--- src/rtl/axi4_burst_beat_gen.sv ---
`default_nettype none
// =============================================================================
// Module  : axi4_burst_beat_gen
// Brief   : Expands one AXI4 AW/AR burst command into per-beat address,
//           byte strobe, beat index, last flag and OKAY/SLVERR response.
// Revision: 1.0
// =============================================================================
module axi4_burst_beat_gen #(
   parameter  int ADDRESS_WIDTH = 16,
   parameter  int DATA_WIDTH    = 32,
   parameter  int ID_WIDTH      = 8,
   parameter  int LENGTH        = 8,
   localparam int STROBE_WIDTH  = DATA_WIDTH / 8
) (
   input  logic                     aclk,
   input  logic                     areset,
   input  logic                     cmd_valid,
   output logic                     cmd_ready,
   input  logic [ID_WIDTH-1:0]      cmd_id,
   input  logic [ADDRESS_WIDTH-1:0] cmd_addr,
   input  logic [LENGTH-1:0]        cmd_len,
   input  logic [2:0]               cmd_size,
   input  logic [1:0]               cmd_burst,
   output logic                     beat_valid,
   input  logic                     beat_ready,
   output logic [ID_WIDTH-1:0]      beat_id,
   output logic [ADDRESS_WIDTH-1:0] beat_addr,
   output logic [STROBE_WIDTH-1:0]  beat_strb,
   output logic [LENGTH-1:0]        beat_idx,
   output logic                     beat_last,
   output logic [1:0]               beat_resp,
   output logic                     busy
);

   localparam int c_AW1 = ADDRESS_WIDTH + 1;
   localparam int c_KW  = LENGTH + 14;
   localparam logic [2:0] c_SIZE_MAX = 3'($clog2(STROBE_WIDTH));
   localparam logic [ADDRESS_WIDTH-1:0] c_LANE_MASK = ADDRESS_WIDTH'(STROBE_WIDTH - 1);

   localparam logic [0:0] c_IDLE  = 1'b0;
   localparam logic [0:0] c_BURST = 1'b1;

   localparam logic [1:0] c_FIXED  = 2'b00;
   localparam logic [1:0] c_INCR   = 2'b01;
   localparam logic [1:0] c_WRAP   = 2'b10;
   localparam logic [1:0] c_RSVD   = 2'b11;
   localparam logic [1:0] c_OKAY   = 2'b00;
   localparam logic [1:0] c_SLVERR = 2'b10;

   // Lanes from the (possibly unaligned) address up to the end of its aligned beat.
   function automatic logic [STROBE_WIDTH-1:0] f_strb(input logic [ADDRESS_WIDTH-1:0] addr,
                                                      input logic [2:0]               size);
      logic [ADDRESS_WIDTH-1:0] w_bytes_m1;
      logic [ADDRESS_WIDTH-1:0] w_lo;
      logic [ADDRESS_WIDTH-1:0] w_hi;
      w_bytes_m1 = (ADDRESS_WIDTH'(1) << size) - ADDRESS_WIDTH'(1);
      w_lo       = addr & c_LANE_MASK;
      w_hi       = (addr & ~w_bytes_m1 & c_LANE_MASK) + w_bytes_m1;
      for (int i = 0; i < STROBE_WIDTH; i++) begin
         f_strb[i] = (ADDRESS_WIDTH'(i) >= w_lo) && (ADDRESS_WIDTH'(i) <= w_hi);
      end
   endfunction

   logic [0:0]               r_state;
   logic [0:0]               w_state_next;
   logic                     w_cmd_ready;
   logic                     w_busy;
   logic                     w_accept;
   logic                     w_beat_hs;

   logic                     r_beat_valid;
   logic [ID_WIDTH-1:0]      r_beat_id;
   logic [ADDRESS_WIDTH-1:0] r_beat_addr;
   logic [STROBE_WIDTH-1:0]  r_beat_strb;
   logic [LENGTH-1:0]        r_beat_idx;
   logic                     r_beat_last;
   logic [1:0]               r_beat_resp;

   logic [LENGTH-1:0]        r_len;
   logic [2:0]               r_size;
   logic [1:0]               r_burst;
   logic                     r_err;
   logic [c_AW1-1:0]         r_lower;
   logic [c_AW1-1:0]         r_total;

   // ---------------------------------------------------------------- legality
   logic [c_AW1-1:0] w_cmd_ext;
   logic [c_AW1-1:0] w_cmd_bytes;
   logic [c_AW1-1:0] w_cmd_aligned;
   logic [c_AW1-1:0] w_cmd_total;
   logic [c_AW1-1:0] w_cmd_lower;
   logic [c_KW-1:0]  w_span;
   logic [c_KW-1:0]  w_4k_sum;
   logic             w_size_bad;
   logic             w_wrap_len_bad;
   logic             w_wrap_align_bad;
   logic             w_cross_4k;
   logic             w_cmd_err;

   assign w_cmd_ext        = {1'b0, cmd_addr};
   assign w_cmd_bytes      = c_AW1'(1) << cmd_size;
   assign w_cmd_aligned    = w_cmd_ext & ~(w_cmd_bytes - c_AW1'(1));
   assign w_cmd_total      = (c_AW1'(cmd_len) + c_AW1'(1)) << cmd_size;
   assign w_cmd_lower      = w_cmd_ext & ~(w_cmd_total - c_AW1'(1));
   assign w_span           = (c_KW'(cmd_len) + c_KW'(1)) << cmd_size;
   assign w_4k_sum         = c_KW'(w_cmd_aligned[11:0]) + w_span;
   assign w_cross_4k       = w_4k_sum > c_KW'(4096);
   assign w_size_bad       = cmd_size > c_SIZE_MAX;
   assign w_wrap_len_bad   = !((cmd_len == LENGTH'(1)) || (cmd_len == LENGTH'(3)) ||
                               (cmd_len == LENGTH'(7)) || (cmd_len == LENGTH'(15)));
   assign w_wrap_align_bad = (w_cmd_ext & (w_cmd_bytes - c_AW1'(1))) != '0;
   assign w_cmd_err        = (cmd_burst == c_RSVD) || w_size_bad ||
                             ((cmd_burst == c_WRAP) && (w_wrap_len_bad || w_wrap_align_bad)) ||
                             ((cmd_burst == c_INCR) && w_cross_4k);

   // ------------------------------------------------------- next beat address
   logic [c_AW1-1:0]         w_cur_ext;
   logic [c_AW1-1:0]         w_bytes;
   logic [c_AW1-1:0]         w_incr_next;
   logic [c_AW1-1:0]         w_wrap_inc;
   logic [c_AW1-1:0]         w_next_ext;
   logic [ADDRESS_WIDTH-1:0] w_next;
   logic [LENGTH-1:0]        w_idx_next;
   logic                     w_unused;

   assign w_cur_ext   = {1'b0, r_beat_addr};
   assign w_bytes     = c_AW1'(1) << r_size;
   assign w_incr_next = (w_cur_ext & ~(w_bytes - c_AW1'(1))) + w_bytes;
   assign w_wrap_inc  = w_cur_ext + w_bytes;
   assign w_idx_next  = r_beat_idx + LENGTH'(1);

   always_comb begin
      w_next_ext = w_cur_ext;
      if (!r_err) begin
         case (r_burst)
            c_INCR:  w_next_ext = w_incr_next;
            c_WRAP:  w_next_ext = (w_wrap_inc == (r_lower + r_total)) ? r_lower : w_wrap_inc;
            default: w_next_ext = w_cur_ext;
         endcase
      end
   end

   assign w_next   = w_next_ext[ADDRESS_WIDTH-1:0];
   assign w_unused = ^{w_cmd_aligned[ADDRESS_WIDTH:12], w_next_ext[ADDRESS_WIDTH]};

   // ---------------------------------------------------------------------- FSM
   assign w_accept  = cmd_valid && w_cmd_ready;
   assign w_beat_hs = r_beat_valid && beat_ready;

   always_ff @(posedge aclk) begin
      if (areset) begin
         r_state <= c_IDLE;
      end else begin
         r_state <= w_state_next;
      end
   end

   always_comb begin
      w_state_next = r_state;
      case (r_state)
         c_IDLE:  if (w_accept) w_state_next = c_BURST;
         c_BURST: if (w_beat_hs && r_beat_last) w_state_next = c_IDLE;
         default: w_state_next = c_IDLE;
      endcase
   end

   always_comb begin
      w_cmd_ready = 1'b0;
      w_busy      = 1'b0;
      case (r_state)
         c_IDLE:  w_cmd_ready = !areset;
         c_BURST: w_busy      = 1'b1;
         default: w_busy      = 1'b0;
      endcase
   end

   // ----------------------------------------------------------- beat datapath
   always_ff @(posedge aclk) begin
      if (areset) begin
         r_beat_valid <= 1'b0;
         r_beat_id    <= '0;
         r_beat_addr  <= '0;
         r_beat_strb  <= '0;
         r_beat_idx   <= '0;
         r_beat_last  <= 1'b0;
         r_beat_resp  <= c_OKAY;
         r_len        <= '0;
         r_size       <= '0;
         r_burst      <= c_FIXED;
         r_err        <= 1'b0;
         r_lower      <= '0;
         r_total      <= '0;
      end else if (w_accept) begin
         r_beat_valid <= 1'b1;
         r_beat_id    <= cmd_id;
         r_beat_addr  <= cmd_addr;
         r_beat_strb  <= w_cmd_err ? '0 : f_strb(cmd_addr, cmd_size);
         r_beat_idx   <= '0;
         r_beat_last  <= (cmd_len == '0);
         r_beat_resp  <= w_cmd_err ? c_SLVERR : c_OKAY;
         r_len        <= cmd_len;
         r_size       <= cmd_size;
         r_burst      <= cmd_burst;
         r_err        <= w_cmd_err;
         r_lower      <= w_cmd_lower;
         r_total      <= w_cmd_total;
      end else if (w_beat_hs) begin
         if (r_beat_last) begin
            r_beat_valid <= 1'b0;
         end else begin
            r_beat_idx  <= w_idx_next;
            r_beat_last <= (w_idx_next == r_len);
            r_beat_addr <= w_next;
            r_beat_strb <= r_err ? '0 : f_strb(w_next, r_size);
         end
      end
   end

   assign cmd_ready  = w_cmd_ready;
   assign busy       = w_busy;
   assign beat_valid = r_beat_valid;
   assign beat_id    = r_beat_id;
   assign beat_addr  = r_beat_addr;
   assign beat_strb  = r_beat_strb;
   assign beat_idx   = r_beat_idx;
   assign beat_last  = r_beat_last;
   assign beat_resp  = r_beat_resp;

endmodule
`default_nettype wire

--- config.mk ---
export PLATFORM = sky130hd
export DESIGN_NAME = axi4_burst_beat_gen
export DESIGN_NICKNAME = d
export VERILOG_FILES = /design/src/rtl/axi4_burst_beat_gen.sv
export SDC_FILE = /design/constraint.sdc
export NUM_CORES = 1
export LEC_CHECK = 0
export CAP_MARGIN = 10
export CORE_MARGIN = 2
export CORE_UTILIZATION = 53
export DETAILED_ROUTE_END_ITERATION = 10
export PLACE_DENSITY = 0.77
export SLEW_MARGIN = 30
export SYNTH_ARGS = -nofsm -noshare
export SYNTH_HDL_FRONTEND = slang
export SYNTH_SLANG_ARGS = --single-unit
--- constraint.sdc ---
create_clock -name aclk -period 4.4 [get_ports aclk]
set_input_delay 1.1 -clock aclk [delete_from_list [all_inputs] [get_ports aclk]]
set_output_delay 1.1 -clock aclk [all_outputs]
set_load 0.005 [all_outputs]
==> flow_summary_export.csv, run 1 <==
group,metric,value,unit
outcome,outcome,"finished clean",
synthesis,synthAdderAreaFrac,9.49,%
synthesis,ys_warn_count,0,
final_layout,final_area,0.0107,mm2
cts,cts_tree,"built",
run,maxCapViolations,0,
final_layout,n_fill_cell,1075,
synthesis,synth_xor_area_share,11.4,%
synthesis,synth_cells,1038,
cts,root_buffer,"clkbuf_16",
worst_setup_path,critPathTopFamily,"simple AND/OR/NAND/NOR gates",
timing,rsz0062_at_grt,"true",
worst_setup_path,cp_common_cell,"ha_4",
final_layout,multi_input_area,0.00604,mm2
worst_setup_path,endpoint_kind,"flop",
routing,wirelength,26800,um
cts,numCtsBuffers,9,
min_path,worstHoldPathType,"flop to flop",
final_layout,mostFrequentLayoutCells,"168 x buf_4, 147 x nand2_1, 82 x dfxtp_1",
floorplan,die-area,0.0157,mm2
synthesis,synth_compound_area_share,23.3,%
floorplan,initial_core_util,53.9,%
worst_setup_path,path_cells,"buf_4, nor3b_4, ha_4, and2_1, mux2_4, o211a_1, a2111oi_4, xnor2_1, or4_4, nor4_4, and4_4, mux2i_4, nand3_2, ha_4, nor2_4, and3_4, o32ai_2",
floorplan,die-width,125,um
power,vdd_ir_drop_max,202,uV
synthesis,netlist_area,0.00780,mm2
final_layout,drive_gt1_share,23.6,%
cts,clock-sinks,85,
synthesis,synthSimpleGateAreaFrac,24.5,%
routing,ant_nets,0,
floorplan,ioPinCount,83,
global_route,track_usage,33.1,%
power,switching_share,33.9,%
timing,clock_skew,0.00895,ns
power,p_clk_share,30.7,%
synthesis,synth_cell_type_count,86,
final_layout,ff_latch_area,0.00171,mm2
timing,fmax,229,MHz
power,power_frac_seq,32.5,%
power,p_sw,0.000892,W
synthesis,synth_edf_count,0,
synthesis,syn_avg_cell_area,7.52,um2
timing,slew-limit-headroom,57.6,%
timing,setup_viol,0,
synthesis,synth_flop_cell,"dfxtp_1",
place,dp_hpwl,20200,um
final_layout,area_delta_synth_final,37.2,%
worst_setup_path,cp.required,4.61,ns
timing,whs,0.451,ns
floorplan,num_rows,44,
timing,timing.final.hold_violations,0,
worst_setup_path,crit_type,"flop to flop",
routing,drtPass1Iterations,6,
synthesis,synthArstFlopShare,0,%
synthesis,synth-seq-cells,85,
worst_setup_path,cp_max_fo,6,
final_layout,layout_commonest_cell,"buf_4",
worst_setup_path,crit_slowest_cell,"or4_4",
synthesis,muxShareOfSynthArea,3.34,%
routing,drt_iter0_drc,957,
global_route,grt_max_degree,46,
power,share_comb_of_total_power,36.8,%
timing,tns,0,ns
floorplan,core_region_area,0.0145,mm2
worst_setup_path,cp_num_buf_inv,1,
routing,drc_errors,0,
cts,clock_latency,0.36,ns
place,portBuffers,81,
cts,clkTransAtPathRegs,0.07,ns
timing,fin_crit_sh,99.3,%
worst_setup_path,critPathArrivalTime,4.58,ns
worst_setup_path,cp_slowest_stage_delay,0.44,ns
global_route,grt_pass1_wl,42100,um
final_layout,antenna_cells,0,
power,intPower,0.00174,W
synthesis,synth_top_family_by_area,"simple AND/OR/NAND/NOR gates",
floorplan,die_h,125,um
routing,routedWlPerCell,18.6,um
timing,period_needed,4.37,ns
global_route,grt_pass1_vias,8389,
timing,slew_violations,0,
timing,tightest_slew,0.633,ns
worst_setup_path,crit_path_start_kind,"flop",
power,p_leak,4.52,nW
cts,clockBufferDepth,2,
routing,vias_per_cell,6.20,
place,placed_cell_area,0.00986,mm2
final_layout,nNetsFinal,1347,
routing,via_count,8923,
global_route,antenna_found_initial,0,
power,power.density,246,mW/mm2
place,place.gp.congestion,0.942,
cts,htree_levels,3,
global_route,grt-ovfl-total,0,
synthesis,ys_seq_area_share,21.8,%
[synthesized netlist by cell type, types with 5 or more instances]
| cell type | number | area, um2 |
|---|---|---|
| nand2_1 | 150 | 563 |
| dfxtp_1 | 85 | 1700 |
| o21ai_0 | 76 | 380 |
| nor2_1 | 60 | 225 |
| inv_1 | 59 | 221 |
| ha_1 | 52 | 651 |
| xnor2_1 | 52 | 455 |
| a21oi_1 | 49 | 245 |
| nand3_1 | 48 | 240 |
| clkbuf_1 | 43 | 161 |
| xor2_1 | 39 | 342 |
| nor3_1 | 28 | 140 |
| nand4_1 | 15 | 93.8 |
| and2_1 | 14 | 87.6 |
| and3_1 | 13 | 81.3 |
| a21o_1 | 12 | 90.1 |
| mux2i_1 | 11 | 110 |
| nand2b_1 | 11 | 68.8 |
| a21boi_0 | 10 | 75.1 |
| a31oi_1 | 10 | 62.6 |
| o22ai_1 | 10 | 62.6 |
| nor2b_1 | 9 | 56.3 |
| buf_1 | 8 | 30.0 |
| nor4_1 | 8 | 50.1 |
| a31o_2 | 7 | 61.3 |
| nor3b_1 | 7 | 52.6 |
| o211ai_1 | 7 | 52.6 |
| o21a_1 | 7 | 52.6 |
| o31ai_1 | 7 | 52.6 |
| a32o_1 | 6 | 60.1 |
| o221ai_1 | 6 | 52.6 |
| or2_2 | 6 | 37.5 |
| or3_1 | 6 | 37.5 |
| a211oi_1 | 5 | 37.5 |
| a22oi_1 | 5 | 37.5 |
| or4_1 | 5 | 37.5 |
[through the flow]
step                      power [W]  utilization (%)  std cells  setup WS (ns)
after floorplan             0.00138                -       1040        0.00167
after global placement      0.00173             68.1       1402         -0.653
after detailed placement    0.00174             68.1       1402         -0.719
after CTS                   0.00256             72.0       1430       0.000630
after global routing        0.00274             73.9       1440        -0.0956
final                       0.00263             73.9       1440         0.0309
[sequential cells by signal (all words and copies together), names as in the netlist, 2 cells and up]
name,count
r_total,16
r_size,3
beat_strb,4
r_lower,16
beat_idx,8
r_burst,2
beat_addr,16
beat_id,8
r_len,8
[tightest hold or removal path, stage by stage, from the launching register on]
cell     delay [ns]
dfxtp_1        0.31
nand3_1        0.06
nand2_1        0.04
[power groups by stage]
stage               clock [W]  sequential [W]  combinational, W
floorplan                   0        0.000861          0.000518
global placement            0        0.000869          0.000863
detailed placement          0        0.000870          0.000874
CTS                  0.000807        0.000853          0.000904
global route         0.000844        0.000859           0.00104
finish               0.000806        0.000855          0.000969
[timing repair]
item                                    CTS  global route
hold buffers                              0             0
endpoints found under the setup margin    9             8
pin swaps                                19            32
resized for setup                        43            57
setup buffers                            12            10
[cell families after synthesis]
kind of cell | after synthesis
XOR/XNOR | 95
flip-flops | 85
other | 1
adder cells (fa/ha/maj) | 58
buffers and inverters | 118
AND/OR/NAND/NOR | 392
multiplexers | 20
AO/OA/AOI/OAI | 269
[per-layer routing]
layer | routed length (um) | track usage (%) | vias up
li1 | - | - | 4155
met1 | 11100 | 42.3 | 4202
met2 | 12600 | 54.9 | 466
met3 | 2010 | 5.05 | 100
met4 | 1140 | 15.4 | 0
met5 | 0 | 0 | -
[path summary, 6_finish.rpt]
path | start | to | slack [ns] | cells after the start
setup / recovery | r_size[1] | beat_strb[1] | 0.03 | 17
hold / removal | beat_id[3] | beat_id[3] | 0.45 | 2
setup reg to reg | r_size[1] | beat_strb[1] | 0.03 | 17
hold reg to reg | beat_id[3] | beat_id[3] | 0.45 | 2
[area by class of cell]
cell class	count	share of cell area (%)
flip-flops and latches	85	16.0
multi-input cells	837	56.5
clock buffers	9	2.10
well taps	184	2.15
clock inverters	7	0.760
repair buffers	259	20.5
inverters	59	2.07
Power figures use the tool's default switching activity.
==> inputs of run 2 (changes only) <==
--- a/config.mk
+++ b/config.mk
@@ -9,7 +9,9 @@
 export CORE_MARGIN = 2
 export CORE_UTILIZATION = 53
 export DETAILED_ROUTE_END_ITERATION = 10
+export GPL_TIMING_DRIVEN = 0
 export PLACE_DENSITY = 0.77
+export RECOVER_POWER = 25
 export SLEW_MARGIN = 30
 export SYNTH_ARGS = -nofsm -noshare
 export SYNTH_HDL_FRONTEND = slang
==> run 2 against run 1 <==
The run now ends with setup timing left; critical endpoint unchanged; fmax is 2.8% lower; first-iteration DRC count rose by 2.3%; flip-flop and latch count is the same; utilization fell by 2.9 points; final cell count shrank 4.5%; largest power group unchanged; combinational power fell by 4.9%; clock-buffer cell count rose by 2.
==> flow_summary_export.csv, run 2 (synthesis results as in run 1) <==
group,metric,value,unit
cts,clockBufferDepth,2,
final_layout,area_delta_synth_final,31.7,%
floorplan,die_h,125,um
timing,fmax,222,MHz
floorplan,die-area,0.0157,mm2
routing,drtPass1Iterations,7,
place,dp_slack,-1.30,ns
global_route,antenna_found_initial,0,
worst_setup_path,cp.required,4.60,ns
place,placed_cell_area,0.00888,mm2
routing,wirelength,27600,um
floorplan,ioPinCount,83,
outcome,outcome,"finished, violations left",
worst_setup_path,crit_slowest_cell,"or4_4",
routing,routedWlPerCell,20.1,um
global_route,grt_max_degree,15,
worst_setup_path,cp_max_fo,4,
routing,vias_per_cell,6.34,
power,p_leak,4.19,nW
worst_setup_path,cp_common_cell,"ha_4",
min_path,min_to,"beat_id[5]",
outcome,violations,"setup timing",
worst_setup_path,rr_worst_depth,19,
worst_setup_path,worstReg2RegEnd,"beat_strb[1]",
timing,period_needed,4.50,ns
floorplan,die-width,125,um
place,dp_hpwl,19800,um
global_route,grt-ovfl-total,0,
timing,slew-limit-headroom,45.0,%
routing,via_count,8713,
cts,root_buffer,"clkbuf_16",
routing,ant_nets,0,
timing,tns,-0.121,ns
run,maxCapViolations,0,
worst_setup_path,crit_type,"flop to flop",
floorplan,num_rows,44,
floorplan,initial_core_util,53.9,%
final_layout,mostFrequentLayoutCells,"147 x nand2_1, 82 x dfxtp_1, 70 x o21ai_0",
final_layout,drive_gt1_share,18.6,%
timing,clock_skew,0.00619,ns
power,vdd_ir_drop_max,243,uV
floorplan,core_region_area,0.0145,mm2
cts,htree_levels,3,
worst_setup_path,r2r_slack,-0.1,ns
global_route,track_usage,33.3,%
min_path,hold_depth,2,
final_layout,final_util,71.0,%
min_path,worstHoldStart,"beat_id[5]",
worst_setup_path,r2r_start,"r_size[2]",
power,power.density,249,mW/mm2
worst_setup_path,crit_path_start_kind,"flop",
timing,setup_viol,3,
final_layout,n_fill_cell,1113,
global_route,grt_pass1_wl,42000,um
place,place.gp.congestion,0.971,
cts,cts_tree,"built",
worst_setup_path,critPathTopFamily,"simple AND/OR/NAND/NOR gates",
cts,clock_latency,0.35,ns
worst_setup_path,cp_slowest_stage_delay,0.45,ns
timing,fin_crit_sh,102,%
routing,drt_iter0_drc,979,
timing,slew_violations,0,
cts,clock-sinks,85,
place,portBuffers,75,
worst_setup_path,cp_num_buf_inv,3,
timing,whs,0.448,ns
routing,drc_errors,0,
worst_setup_path,endpoint_kind,"flop",
cts,clkTransAtPathRegs,0.07,ns
timing,tightest_slew,0.825,ns
global_route,grt_pass1_vias,8115,
final_layout,layout_commonest_cell,"nand2_1",
timing,timing.final.hold_violations,0,
cts,numCtsBuffers,9,
final_layout,antenna_cells,0,
worst_setup_path,critPathArrivalTime,4.69,ns
timing,setup_slack,-0.0964,ns
min_path,worstHoldPathType,"flop to flop",
worst_setup_path,path_cells,"clkbuf_16, clkinvlp_4, nor3b_4, ha_4, and2_4, mux2_4, o211a_1, a2111oi_4, xnor2_1, or4_4, nor4_4, and4_1, buf_6, mux2i_4, nand3_2, ha_4, nor2_4, and3_4, o32ai_2",
timing,rsz0062_at_grt,"true",
final_layout,final_area,0.0103,mm2
final_layout,nNetsFinal,1282,
run 2: cell types whose count changed in the layout (fill, tap and decap cells not counted), sizes merged:
cell / previous run / this run
clkdlybuf4s50: 72 / 38
buf: 180 / 83
dlygate4sd2: 1 / 0
clkbuf: 12 / 52
dlygate4sd3: 0 / 30
clkinvlp: 0 / 2
clkinv: 3 / 2
inv: 62 / 59
clkdlybuf4s15: 1 / 0
run 2: through the flow:
step           cells  power, W
2_1_floorplan   1040   0.00138
6_report        1375   0.00256
3_3_place_gp    1299   0.00161
4_1_cts         1354   0.00246
5_1_grt         1375   0.00266
3_5_place_dp    1299   0.00162
run 2: timing repair:
item	in CTS	in global routing
gates cloned	0	0
setup endpoints to repair	22	12
gates resized for setup	92	78
pin swaps	34	26
hold buffers	0	0
buffers inserted	39	22
run 2: worst register-to-register path: stages (launching register included):
cell and delay [ns]:
dfxtp_4 0.37, clkbuf_16 0.15, clkinvlp_4 0.11, nor3b_4 0.25, ha_4 0.25, and2_4 0.16, mux2_4 0.29, o211a_1 0.14
a2111oi_4 0.38, xnor2_1 0.11, or4_4 0.45, nor4_4 0.32, and4_1 0.25, buf_6 0.14, mux2i_4 0.24, nand3_2 0.11
ha_4 0.25, nor2_4 0.11, and3_4 0.20, o32ai_2 0.07
run 2: metal layers:
metal / GRT usage [%] / routed length, um / vias up / share of wire [%]
met4: 16.1 / 1320 / 0 / 4.8
met3: 5.86 / 2580 / 103 / 9.3
met1: 42.9 / 11100 / 4074 / 40
met2: 54.2 / 12600 / 520 / 46
li1: - / - / 4016 / -
met5: 0 / 0 / - / 0
run 2: power by group:
group          total (W)  switching, W  internal, W
registers       0.000857     0.0000430     0.000814
clock network   0.000784      0.000341     0.000443
logic           0.000922      0.000507     0.000415
total            0.00256      0.000891      0.00167
run 2: final cells by class:
| class | count | area, um2 | area share, % |
|---|---|---|---|
| buffer | 58 | 340 | 3.31 |
| clock buffer | 11 | 233 | 2.26 |
| clock inverter | 5 | 60.1 | 0.584 |
| inverter | 59 | 228 | 2.22 |
| multi-input combinational | 837 | 6240 | 60.7 |
| sequential | 85 | 1710 | 16.6 |
| tap | 184 | 230 | 2.24 |
| timing repair buffer | 136 | 1230 | 12.0 |
run 2: how the worst max path moves through the flow:
stage	startpoint	end	slack [ns]	depth (start not counted)
after floorplan	cmd_len[0]	beat_strb[1]	0.002	16
after global placement	cmd_len[0]	beat_strb[1]	-1.37	16
after detailed placement	cmd_len[0]	beat_strb[1]	-1.30	16
after CTS	r_size[1]	beat_strb[1]	-0.1	22
after global routing	r_size[2]	beat_strb[1]	-0.22	19
final	r_size[2]	beat_strb[1]	-0.1	19
